`config.mk`:
```
export PLATFORM = sky130hd
export DESIGN_NAME = peripheral_dbg_soc_ring_ext_link
export DESIGN_NICKNAME = d
export VERILOG_FILES = /design/src/rtl/peripheral_dbg_soc_dii_channel_pkg.sv /design/src/rtl/peripheral_dbg_soc_dii_packet_fifo.sv /design/src/rtl/peripheral_dbg_soc_ring_ext_link.sv
export SDC_FILE = /design/constraint.sdc
export NUM_CORES = 1
export LEC_CHECK = 0
export ABC_CLOCK_PERIOD_IN_PS = 2450
export BUFFER_PORTS_ARGS = -buffer_cell sky130_fd_sc_hd__buf_2
export CAP_MARGIN = 30
export CORE_ASPECT_RATIO = 1.4
export CORE_MARGIN = 3
export CORE_UTILIZATION = 45
export CTS_BUF_LIST = sky130_fd_sc_hd__clkbuf_2 sky130_fd_sc_hd__clkbuf_4 sky130_fd_sc_hd__clkbuf_8
export CTS_CLUSTER_DIAMETER = 50
export DETAILED_ROUTE_END_ITERATION = 10
export PLACE_DENSITY = 0.74
export SYNTH_ARGS = -nofsm -noshare
export SYNTH_HDL_FRONTEND = slang
export SYNTH_SLANG_ARGS = --single-unit
```
`constraint.sdc`:
```
create_clock -name clk -period 2.45 [get_ports clk]
set_input_delay 0 -clock clk [delete_from_list [all_inputs] [get_ports clk]]
set_output_delay 0 -clock clk [all_outputs]
set_load 0.01 [all_outputs]
```
`src/rtl/peripheral_dbg_soc_dii_channel_pkg.sv`:
```
// Debug-interconnect flit type shared by every ring segment and link.
package peripheral_dbg_soc_dii_channel;

   typedef struct packed {
      logic        valid;
      logic        last;
      logic [15:0] data;
   } dii_flit;

endpackage

```
`src/rtl/peripheral_dbg_soc_dii_packet_fifo.sv`:
```
// One link channel: registered flit FIFO whose output can be held back
// until a whole packet (or a full buffer) is stored.
module peripheral_dbg_soc_dii_packet_fifo
   import peripheral_dbg_soc_dii_channel::*;
#(
   parameter int unsigned BUFFER_SIZE = 4,
   parameter bit          FULLPACKET  = 1'b1
) (
   input  logic                                clk,
   input  logic                                rst,
   input  dii_flit                             wr_flit,
   output logic                                wr_ready,
   output dii_flit                             rd_flit,
   input  logic                                rd_ready,
   output logic [$clog2(BUFFER_SIZE+1)-1:0]    occupancy,
   output logic [$clog2(BUFFER_SIZE+1)-1:0]    pkt_count
);

   localparam int unsigned PW = $clog2(BUFFER_SIZE);
   localparam int unsigned OW = $clog2(BUFFER_SIZE + 1);

   typedef logic [OW-1:0] cnt_t;
   typedef logic [PW-1:0] ptr_t;
   typedef enum logic {HOLD, DRAIN} state_t;

   localparam cnt_t CNT_ONE  = cnt_t'(1);
   localparam cnt_t CNT_FULL = cnt_t'(BUFFER_SIZE);
   localparam ptr_t PTR_ONE  = ptr_t'(1);

   logic [16:0] mem [BUFFER_SIZE];
   ptr_t        wr_ptr;
   ptr_t        rd_ptr;
   state_t      state;

   logic        full;
   logic        empty;
   logic        rd_valid;
   logic        head_last;
   logic        push;
   logic        pop;

   assign full      = (occupancy == CNT_FULL);
   assign empty     = (occupancy == '0);
   assign head_last = mem[rd_ptr][16];
   assign wr_ready  = rst & ~full;
   assign push      = wr_flit.valid & wr_ready;
   assign pop       = rd_valid & rd_ready;

   // In HOLD, a full buffer without a complete packet still releases so
   // packets longer than the buffer can make progress.
   always_comb begin
      rd_valid = 1'b0;
      if (rst) begin
         if (FULLPACKET && state == HOLD)
            rd_valid = (pkt_count != '0) || full;
         else
            rd_valid = ~empty;
      end
   end

   always_comb begin
      rd_flit       = '0;
      rd_flit.valid = rd_valid;
      rd_flit.last  = head_last;
      rd_flit.data  = mem[rd_ptr][15:0];
   end

   always_ff @(posedge clk) begin
      if (push)
         mem[wr_ptr] <= {wr_flit.last, wr_flit.data};
   end

   always_ff @(posedge clk) begin
      if (!rst) begin
         wr_ptr    <= '0;
         rd_ptr    <= '0;
         occupancy <= '0;
         pkt_count <= '0;
         state     <= HOLD;
      end else begin
         if (push)
            wr_ptr <= wr_ptr + PTR_ONE;
         if (pop)
            rd_ptr <= rd_ptr + PTR_ONE;

         case ({push, pop})
            2'b10:   occupancy <= occupancy + CNT_ONE;
            2'b01:   occupancy <= occupancy - CNT_ONE;
            default: occupancy <= occupancy;
         endcase

         case ({push & wr_flit.last, pop & head_last})
            2'b10:   pkt_count <= pkt_count + CNT_ONE;
            2'b01:   pkt_count <= pkt_count - CNT_ONE;
            default: pkt_count <= pkt_count;
         endcase

         if (pop)
            state <= head_last ? HOLD : DRAIN;
      end
   end

endmodule

```
`src/rtl/peripheral_dbg_soc_ring_ext_link.sv`:
```
// Buffered two-channel link between the extension ports of adjacent
// debug ring segments; one packet FIFO per ring channel.
module peripheral_dbg_soc_ring_ext_link
   import peripheral_dbg_soc_dii_channel::*;
#(
   parameter int unsigned BUFFER_SIZE = 4,
   parameter bit          FULLPACKET  = 1'b1
) (
   input  logic                                    clk,
   input  logic                                    rst,
   input  dii_flit [1:0]                           ext_in,
   output logic [1:0]                              ext_in_ready,
   output dii_flit [1:0]                           ext_out,
   input  logic [1:0]                              ext_out_ready,
   output logic [1:0][$clog2(BUFFER_SIZE+1)-1:0]   occupancy,
   output logic [1:0][$clog2(BUFFER_SIZE+1)-1:0]   pkt_count
);

   for (genvar c = 0; c < 2; c++) begin : g_ch
      peripheral_dbg_soc_dii_packet_fifo #(
         .BUFFER_SIZE (BUFFER_SIZE),
         .FULLPACKET  (FULLPACKET)
      ) u_fifo (
         .clk       (clk),
         .rst       (rst),
         .wr_flit   (ext_in[c]),
         .wr_ready  (ext_in_ready[c]),
         .rd_flit   (ext_out[c]),
         .rd_ready  (ext_out_ready[c]),
         .occupancy (occupancy[c]),
         .pkt_count (pkt_count[c])
      );
   end

endmodule

```
==> impl_metrics.json, run 1 <==
{
  "run_status": "finished, final reports clean",
  "yosysWarnings": 0,
  "track_usage": 0.1488,
  "clockRootBuffer": "clkbuf_8",
  "rows": 51,
  "synth_edf_count": 136,
  "syn_area_um2": 6451,
  "gr-total-overflow": 0,
  "combPwrFrac": 0.087,
  "htreeDepth": 4,
  "required_ns": 2.81,
  "cts_tree": "built",
  "io_buffers": 89,
  "drtAntennaViolNets": 0,
  "routed_via_density": 4.939,
  "holdCritPathClass": "primary input to flip-flop",
  "drc": 0,
  "die_height_um": 147.7,
  "ys_seq_area_frac": 0.7137,
  "netlist_instances": 352,
  "setup_slack_ns": 0.08826,
  "antenna_found_initial": 0,
  "yosys_most_used_dff": "edfxtp_1",
  "synthTopCellsByArea": "edfxtp_1 63%, mux4_2 12%, dfxtp_1 8.1%, and2_1 2.3%, ha_1 2.3%",
  "crit_type": "flip-flop to flip-flop",
  "hold_viol": 0,
  "swShare": 0.2275,
  "clkTransAtPathRegs_ns": 0.09,
  "worst_pin_slew_ns": 0.9203,
  "crit-reg2reg-launch": "g_ch[1].u_fifo.occupancy[0]",
  "wl_per_cell_um": 16.20,
  "endpoint": "g_ch[1].u_fifo.pkt_count[2]",
  "cts_buffer_depth": 2,
  "slowest_delay_ns": 0.42,
  "pin_count": 90,
  "min_from": "rst",
  "finalClockSkew_ns": 0.01389,
  "clk_latency_ns": 0.44,
  "leakagePower_uw": 0.002788,
  "die_w_um": 107.2,
  "num_vias": 3378,
  "clkSinkCount": 162,
  "dieArea_um2": 15830,
  "r2r_cells": 9,
  "synth.avg_cell_area_um2": 18.33,
  "syn_to_final_growth_pct": 22.67,
  "critical_path.cell_chain": "or3b_4 > and3_4 > nand2_1 > ha_2 > inv_1 > fa_1 > xor2_1 > or3_1 > a21boi_0",
  "final_layout_size_suffix_gt1_frac": 0.3567,
  "pwr-share-seq": 0.552,
  "place_ws_ns": -0.06681,
  "fillers": 1064,
  "synth_async_sr_flop_share": 0,
  "synth_top_area_frac": 0.6330,
  "power_density_nw_per_um2": 713.2,
  "ys_seq_elements": 162,
  "irDropWorstVdd_v": 0.0004008,
  "cp.arrival_ns": 2.73,
  "synth_common_cells": "136 x edfxtp_1, 34 x mux4_2, 26 x dfxtp_1",
  "r2r-end": "g_ch[1].u_fifo.pkt_count[2]",
  "setup.worst_path.end_class": "flip-flop",
  "start_kind": "flip-flop",
  "finalMaxSlewViolations": 0,
  "fin_nets": 542,
  "cap_violations": 0,
  "switchingPower_uw": 1284,
  "synth_nets": 408,
  "finalCritPeriodShare": 0.9640,
  "rrSetupSlack_ns": 0.09,
  "grt_pass1_wl_um": 17910,
  "postRouteWirelength_um": 11080,
  "numCtsBuffers": 17,
  "clock_power_share": 0.361,
  "synth_most_common_cell": "edfxtp_1",
  "n_antenna_cell": 0,
  "critical_path.slowest_cell": "or3b_4",
  "fmax_ghz": 0.4234,
  "synth_top_area_cell": "edfxtp_1",
  "synth_cell_types": 32,
  "finalSetupViolCount": 0,
  "drtIter0Drc": 168,
  "start_util": 0.4616,
  "grt_pass1_vias": 3583,
  "crit_start": "g_ch[1].u_fifo.occupancy[0]",
  "p_int_uw": 4360,
  "slew_headroom": 0.3864,
  "grt_max_degree": 34,
  "fin_util": 0.5663,
  "fin_crit_ns": 2.362,
  "hpwl_um": 7216,
  "coreArea_um2": 13970,
  "dr.pass1.iters": 4,
  "gp_congestion": 0.7369,
  "critPathMaxFanout": 9
}
[metrics by stage]
step	setup TNS (ns)	cells	hold slack (ns)	total power (uW)	cell area [um2]
floorplan	0	352	0.09887	3450	6451
global placement	0	613	0.2097	3599	7056
detailed placement	-0.06728	613	0.2179	3619	7056
CTS	0	683	0.01835	5688	7880
global route	-0.002978	684	0.06166	5886	7914
finish	0	684	0.03693	5644	7914
[cell usage in the layout (no fill, tap or decap), types with 2 or more instances in the layout]
cell type / netlist / layout
a21boi_1: 0 / 2
and2_1: 24 / 24
and3_1: 2 / 2
and3_4: 2 / 2
and3b_1: 4 / 4
buf_2: 4 / 89
buf_4: 6 / 6
bufinv_16: 0 / 3
clkbuf_8: 0 / 17
clkinv_4: 0 / 2
clkinvlp_4: 0 / 4
dfxtp_1: 26 / 20
dfxtp_2: 0 / 4
dfxtp_4: 0 / 2
dlygate4sd3_1: 0 / 38
edfxtp_1: 136 / 136
fa_1: 4 / 3
ha_1: 12 / 9
ha_2: 0 / 3
inv_1: 20 / 20
inv_6: 0 / 4
inv_8: 0 / 2
mux2i_1: 2 / 2
mux4_2: 34 / 34
nand2_1: 16 / 16
nand2b_1: 2 / 2
nand3_1: 2 / 2
nand4_1: 2 / 2
nand4b_1: 2 / 2
nand4bb_1: 2 / 2
nor2_1: 2 / 2
nor3_1: 2 / 2
o211ai_1: 4 / 4
o21ai_0: 11 / 11
o311ai_2: 0 / 2
or3_1: 4 / 4
or3b_4: 2 / 2
xnor2_1: 6 / 6
xor2_1: 4 / 4
[final cells by class]
type / count / area, um2 / share of cell area
clock inverter: 15 / 195.2 / 0.02466
inverter: 20 / 75.07 / 0.009486
tap: 185 / 231.5 / 0.02925
timing repair buffer: 133 / 870.8 / 0.1100
sequential: 162 / 4617 / 0.5834
multi-input combinational: 152 / 1690 / 0.2136
clock buffer: 17 / 234.0 / 0.02957
[worst max-delay path: cells and delay by family, from the launching register on]
kind	cells	cell delay [ns]
and+or+nand+nor	4	1.00
adders and majority gates	2	0.55
buffers and inverters	1	0.05
DFF	1	0.38
xor gates and xnor gates	1	0.16
AOI/OAI and AO/OA	1	0.16
[flip-flops by register name, summed over array words and instances (netlist names), named ones only]
register,cells
g_ch.u_fifo.state,2
g_ch.u_fifo.wr_ptr,4
g_ch.u_fifo.pkt_count,6
g_ch.u_fifo.occupancy,6
g_ch.u_fifo.rd_ptr,4
g_ch.u_fifo.mem,136
[power groups by stage]
stage	sequential (uW)	combinational [uW]	clock, uW
CTS	3110	498	2080
detailed placement	3180	444	0
floorplan	3170	283	0
global route	3120	545	2220
global placement	3170	432	0
finish	3110	492	2040
[worst min-delay path by stage]
stage                                      endpoint  slack, ns  depth (start not counted)
after floorplan            g_ch[0].u_fifo.mem[0][0]        0.1                          0
after global placement     g_ch[0].u_fifo.mem[0][5]       0.21                          1
after detailed placement  g_ch[0].u_fifo.mem[1][13]       0.22                          1
after global routing       g_ch[1].u_fifo.wr_ptr[1]       0.06                          3
final                      g_ch[1].u_fifo.wr_ptr[1]       0.04                          3
after CTS                  g_ch[1].u_fifo.wr_ptr[1]       0.02                          3
[cell families (layout without fill, tap and decap cells)]
logic type / after synthesis / after routing / synth area share
flops: 162 / 162 / 0.7137
simple gates: 68 / 68 / 0.06516
buf+inv: 38 / 185 / 0.02870
mux: 36 / 36 / 0.1218
compound gates: 22 / 22 / 0.02133
fa+ha+maj: 16 / 16 / 0.03569
xor+xnor: 10 / 10 / 0.01358
[timing repair]
action	in CTS	in global routing
setup endpoints to repair	2	4
endpoints found under the hold margin	140	0
buffers inserted	0	1
gates cloned	0	0
resized for setup	6	12
hold buffers	38	0
pin swaps	0	4
[per-layer routing]
metal,share of wire,track usage
met5,0,0
met4,0.018,0.05950
met3,0.037,0.03626
met2,0.54,0.2591
met1,0.41,0.1763
No activity file was read; power rests on OpenSTA's default activity.
==> inputs of run 2 (changes only) <==
Settings changed: ABC_CLOCK_PERIOD_IN_PS 2450 to 2250, PLACE_DENSITY 0.74 to 0.71.
Clock period 2.45 ns to 2.25 ns, I/O delays scaled along.
==> run 2 against run 1 <==
Effect of this change: the run now ends with negative setup slack left; clock skew grew 0.0032 ns; total power increased by 7.6%; via count up 5.0%; global-route usage grew 0.74 points; largest power group unchanged.
==> impl_metrics.json, run 2 (synthesis results as in run 1) <==
{
  "run_status": "finished, violations left",
  "violations": "negative setup slack",
  "finalMaxSlewViolations": 0,
  "track_usage": 0.1562,
  "grt_pass1_vias": 3873,
  "r2r_cells": 10,
  "irDropWorstVdd_v": 0.0003391,
  "fillers": 1047,
  "cp.arrival_ns": 2.68,
  "critical_path.slowest_cell": "dfxtp_4",
  "htreeDepth": 4,
  "wl_met3_um": 469,
  "gr-total-overflow": 0,
  "cts_buffer_depth": 2,
  "most-common-layout-cells": "136 x edfxtp_1, 89 x buf_2, 43 x dlygate4sd3_1",
  "top_regs": "g_ch.u_fifo.mem: 136 flops, g_ch.u_fifo.occupancy: 6 flops, g_ch.u_fifo.pkt_count: 6 flops",
  "fmax_ghz": 0.4340,
  "die_height_um": 147.7,
  "drc": 0,
  "clk_latency_ns": 0.44,
  "drtAntennaViolNets": 0,
  "antenna_found_initial": 0,
  "grt_pass1_wl_um": 18830,
  "postRouteWirelength_um": 11790,
  "r2r-end": "g_ch[1].u_fifo.pkt_count[2]",
  "gp_congestion": 0.7267,
  "hold_viol": 0,
  "required_ns": 2.63,
  "met1Wirelength_um": 4654,
  "post-route-cell-area_um2": 8230,
  "top_layer_used": "met4",
  "multi_input_area_um2": 1812,
  "clkSinkCount": 162,
  "clkTransAtPathRegs_ns": 0.10,
  "fin_util": 0.5890,
  "hold_end": "g_ch[0].u_fifo.occupancy[2]",
  "finalClockSkew_ns": 0.01705,
  "post_dp_cell_area_um2": 7133,
  "leakagePower_uw": 0.002950,
  "crit-reg2reg-launch": "g_ch[1].u_fifo.occupancy[0]",
  "setup.worst_path.end_class": "flip-flop",
  "syn_to_final_growth_pct": 27.58,
  "largest_reg_flops": 136,
  "holdCritPathClass": "primary input to flip-flop",
  "routed-wl-met2_um": 6520,
  "finalNonFillerCells": 708,
  "hpwl_um": 7426,
  "placed_cells": 619,
  "cp_common_cell": "buf_4",
  "start_util": 0.4616,
  "finalCritPeriodShare": 1.024,
  "clockRootBuffer": "clkbuf_8",
  "die_w_um": 107.2,
  "fin_tns_setup_ns": -0.06465,
  "crit_type": "flip-flop to flip-flop",
  "final_layout_size_suffix_gt1_frac": 0.4207,
  "finalSetupViolCount": 2,
  "wl_per_cell_um": 16.65,
  "ff_latch_area_um2": 4633,
  "grt_max_degree": 20,
  "rrSetupSlack_ns": -0.05,
  "io_buffers": 89,
  "critical_path.cell_chain": "buf_4 > o211ai_1 > o311ai_4 > and3_1 > ha_4 > buf_4 > buf_4 > xor2_2 > or3_1 > a21boi_1",
  "power_density_nw_per_um2": 737.8,
  "min_from": "rst",
  "cap_violations": 0,
  "numCtsBuffers": 17,
  "max_flop_register": "g_ch.u_fifo.mem",
  "rows": 51,
  "fin_crit_ns": 2.304,
  "rsz0062_at_grt": "true",
  "final_common_cell": "edfxtp_1",
  "critPathMaxFanout": 5,
  "slowest_delay_ns": 0.37,
  "drtIter0Drc": 165,
  "coreArea_um2": 13970,
  "num_vias": 3547,
  "dieArea_um2": 15830,
  "pin_count": 90,
  "cts_tree": "built",
  "worst_pin_slew_ns": 0.9047,
  "fin_nets": 566,
  "dr.pass1.iters": 4,
  "start_kind": "flip-flop",
  "slew_headroom": 0.3969,
  "routed_via_density": 5.010,
  "setup_slack_ns": -0.05397,
  "n_antenna_cell": 0,
  "min_path_cells": 3
}
## run 2: cell type report
type	instances	area share
inverter	20	0.009121
timing repair buffer	157	0.1292
clock inverter	15	0.02204
tap	185	0.02812
clock buffer	17	0.02843
multi-input combinational	152	0.2201
sequential	162	0.5629
## run 2: how the worst max path moves through the flow
stage	slack, ns	startpoint	end
CTS	-0.004	g_ch[1].u_fifo.occupancy[0]	g_ch[1].u_fifo.pkt_count[2]
detailed placement	-0.04	g_ch[0].u_fifo.pkt_count[2]	g_ch[0].u_fifo.pkt_count[2]
global route	-0.12	g_ch[1].u_fifo.occupancy[1]	g_ch[1].u_fifo.pkt_count[2]
global placement	0.07	g_ch[1].u_fifo.pkt_count[1]	g_ch[1].u_fifo.pkt_count[2]
finish	-0.05	g_ch[1].u_fifo.occupancy[0]	g_ch[1].u_fifo.pkt_count[2]
floorplan	-0.008	g_ch[1].u_fifo.occupancy[2]	g_ch[1].u_fifo.pkt_count[2]
## run 2: per-stage QoR
step | setup WS [ns] | power, uW | hold slack (ns)
2_1_floorplan | -0.008326 | 3762 | 0.09887
3_3_place_gp | 0.06822 | 3943 | 0.2100
3_5_place_dp | -0.03753 | 3961 | 0.2144
4_1_cts | -0.003698 | 6101 | 0.04671
5_1_grt | -0.1224 | 6319 | 0.08075
6_report | -0.05397 | 6073 | 0.08344
## run 2: what timing repair did
action                                 in CTS  in global routing
setup endpoints to repair                   4                  6
pin swaps                                   3                 19
cloned                                      0                  0
setup buffers                               6                  8
gates resized for setup                     4                 30
endpoints found under the hold margin     149                  0
hold buffers                               43                  0
## run 2: layer usage
layer,track usage,vias up
li1,-,1663
met1,0.1859,1780
met2,0.2713,92
met3,0.03976,12
met4,0.05950,0
met5,0,-
## run 2: power breakdown
group	switching [uW]	internal (uW)
Combinational	288	315
Clock	1230	858
Sequential	40.2	3340
## run 2: worst max-delay path, delay by kind of cell, from the launching register on
kind | cells | cell delay, ns
compound gates | 3 | 0.59
simple gates | 2 | 0.59
buf+inv | 3 | 0.39
flops | 1 | 0.37
fa+ha+maj | 1 | 0.17
xor+xnor | 1 | 0.14
==> inputs of run 3 (changes only) <==
Settings changed: ABC_AREA set to 1.
==> run 3 against run 2 <==
Effect of this change: the run now ends clean; final cell count is 22% higher; hold slack improved by 0.22 ns; wire length is 13% higher; first-iteration DRC count increased by 66%; register-to-register slack improved by 0.19 ns; sequential share of layout area grew 0.74 points; critical path depth stayed put; synthesized cell count rose by 48%; clock power barely moved; critical endpoint is now g_ch[0].u_fifo.pkt_count[1]; largest cell class unchanged; largest power group unchanged.
==> impl_metrics.json, run 3 <==
{
  "synth_common_cells": "136 x edfxtp_1, 88 x nor2_1, 77 x o21ai_0",
  "clk_latency_ns": 0.44,
  "htreeDepth": 4,
  "track_usage": 0.1707,
  "worst_pin_slew_ns": 0.3160,
  "wl_per_cell_um": 15.39,
  "power_density_nw_per_um2": 756.0,
  "required_ns": 2.63,
  "holdCritPathClass": "primary input to flip-flop",
  "finalMaxSlewViolations": 0,
  "critPathMaxFanout": 6,
  "netlist_instances": 520,
  "largest_reg_flops": 136,
  "n_antenna_cell": 0,
  "gp_congestion": 0.7710,
  "finalSetupViolCount": 0,
  "num_vias": 4381,
  "synth_top_area_frac": 0.6296,
  "run_status": "finished, final reports clean",
  "clockRootBuffer": "clkbuf_8",
  "start_kind": "flip-flop",
  "synthTopCellsByArea": "edfxtp_1 63%, dfxtp_1 8.0%, o21ai_0 5.9%, nor2_1 5.1%, o22ai_1 3.1%",
  "crit_type": "flip-flop to flip-flop",
  "grt_pass1_vias": 4516,
  "hold_end": "g_ch[1].u_fifo.mem[1][4]",
  "grt_max_degree": 33,
  "syn_area_um2": 6486,
  "most-common-layout-cells": "136 x edfxtp_1, 89 x buf_2, 88 x nor2_1",
  "clkTransAtPathRegs_ns": 0.10,
  "cts_tree": "built",
  "grt_pass1_wl_um": 21100,
  "die_w_um": 107.5,
  "min_path_cells": 2,
  "cts_buffer_depth": 2,
  "cp.arrival_ns": 2.50,
  "finalCritPeriodShare": 0.9409,
  "dr.pass1.iters": 4,
  "rows": 51,
  "yosys_most_used_dff": "edfxtp_1",
  "synth_most_common_cell": "edfxtp_1",
  "synth_nets": 576,
  "fin_crit_ns": 2.117,
  "synth_cell_types": 26,
  "leakagePower_uw": 0.003042,
  "yosysWarnings": 0,
  "numCtsBuffers": 17,
  "postRouteWirelength_um": 13330,
  "hold_viol": 0,
  "start_util": 0.4620,
  "irDropWorstVdd_v": 0.0003856,
  "r2r-end": "g_ch[0].u_fifo.pkt_count[1]",
  "drtIter0Drc": 274,
  "finalClockSkew_ns": 0.01305,
  "placed_cells": 790,
  "fin_nets": 724,
  "top_regs": "g_ch.u_fifo.mem: 136 flops, g_ch.u_fifo.occupancy: 6 flops, g_ch.u_fifo.pkt_count: 6 flops",
  "ys_seq_area_frac": 0.7099,
  "drtAntennaViolNets": 0,
  "synth_async_sr_flop_share": 0,
  "rrSetupSlack_ns": 0.13,
  "synth_top_area_cell": "edfxtp_1",
  "coreArea_um2": 14040,
  "drc": 0,
  "synth_edf_count": 136,
  "ys_seq_elements": 162,
  "min_from": "ext_in[22]",
  "cap_violations": 0,
  "final_layout_size_suffix_gt1_frac": 0.2540,
  "gr-total-overflow": 0,
  "p_total_uw": 6106,
  "r2r_cells": 10,
  "pin_count": 90,
  "die_height_um": 148.1,
  "synth.avg_cell_area_um2": 12.47,
  "setup_slack_ns": 0.1329,
  "fmax_ghz": 0.4723,
  "io_buffers": 89,
  "routed_via_density": 5.059,
  "dieArea_um2": 15910,
  "final_common_cell": "edfxtp_1",
  "fin_util": 0.5754,
  "setup.worst_path.end_class": "flip-flop",
  "max_flop_register": "g_ch.u_fifo.mem",
  "place_ws_ns": 0.01651,
  "antenna_found_initial": 0,
  "syn_to_final_growth_pct": 24.54,
  "hpwl_um": 8512,
  "clkSinkCount": 162,
  "fillers": 1130,
  "slew_headroom": 0.7893,
  "finalNonFillerCells": 866
}
==> run 3: changes by cell type after synthesis, moves of 8 or more <==
| cell | delta |
|---|---|
| o22ai_1 | +32 |
| o21ai_0 | +66 |
| nor2_1 | +86 |
| and2_1 | -24 |
| inv_2 | +8 |
| mux4_2 | -34 |
| inv_1 | +19 |
| a21oi_1 | +22 |
==> run 3: worst max path at each step <==
stage,end,depth (start not counted),slack (ns),start
after floorplan,g_ch[0].u_fifo.pkt_count[2],13,0.21,g_ch[0].u_fifo.pkt_count[1]
after global placement,g_ch[1].u_fifo.pkt_count[2],12,0.13,g_ch[1].u_fifo.occupancy[0]
after detailed placement,g_ch[1].u_fifo.pkt_count[2],12,0.02,g_ch[1].u_fifo.occupancy[0]
after CTS,g_ch[1].u_fifo.pkt_count[2],12,0.0004,g_ch[1].u_fifo.occupancy[0]
after global routing,g_ch[1].u_fifo.occupancy[2],12,-0.02,g_ch[1].u_fifo.occupancy[0]
final,g_ch[0].u_fifo.pkt_count[1],10,0.13,flip-flop
==> run 3: layer usage <==
metal,vias up,part of all wire,track usage
met5,-,0,0
met4,0,0.011,0.06443
met3,8,0.039,0.04342
met2,94,0.54,0.3098
met1,2139,0.41,0.1913
li1,2140,-,-
==> run 3: where the power goes <==
part / internal [uW] / leakage (uW) / switching, uW
Combinational: 255 / 0.00139 / 370
Clock: 862 / 0.000205 / 1240
Sequential: 3340 / 0.00145 / 37.7
Total: 4460 / 0.00304 / 1650
==> run 3: repair_timing <==
item	4_1_cts	5_1_grt
hold buffers	39	0
buffers inserted	0	5
setup endpoints to repair	0	4
endpoints found under the hold margin	154	0
gates resized for setup	0	11
==> run 3: stage by stage <==
stage | TNS, ns | hold slack [ns] | area, um2
after detailed placement | 0 | 0.2169 | 7192
final | 0 | 0.3023 | 8078
after floorplan | 0 | 0.09887 | 6486
after CTS | 0 | 0.2633 | 7996
after global placement | 0 | 0.2085 | 7192
after global routing | -0.04200 | 0.2760 | 8078
==> run 3: layout make-up <==
type / count / area [um2] / share of cell area
Tap cell: 185 / 231.5 / 0.02866
Timing Repair Buffer: 154 / 1031 / 0.1276
Multi-Input combinational cell: 286 / 1618 / 0.2003
Clock buffer: 17 / 234.0 / 0.02897
Inverter: 47 / 176.4 / 0.02184
Clock inverter: 15 / 180.2 / 0.02230
Sequential cell: 162 / 4607 / 0.5703
==> run 3: logic make-up (layout without fill, tap and decap cells) <==
logic type | after synthesis | after routing | share of synthesized area
adder cells (fa/ha/maj) | 16 | 16 | 0.03549
flip-flops | 162 | 162 | 0.7099
buffers and inverters | 72 | 233 | 0.04707
AND/OR/NAND/NOR | 126 | 126 | 0.08063
XOR/XNOR | 2 | 2 | 0.002701
AO/OA/AOI/OAI | 142 | 142 | 0.1242
==> run 3: critical path, stage by stage, from the launching register on <==
cell	delay [ns]
dfxtp_1	0.44
inv_2	0.06
or2_0	0.22
a32oi_2	0.29
nor2_4	0.06
ha_1	0.19
inv_1	0.11
fa_2	0.45
nor2_1	0.10
a21oi_1	0.05
nor2_1	0.09
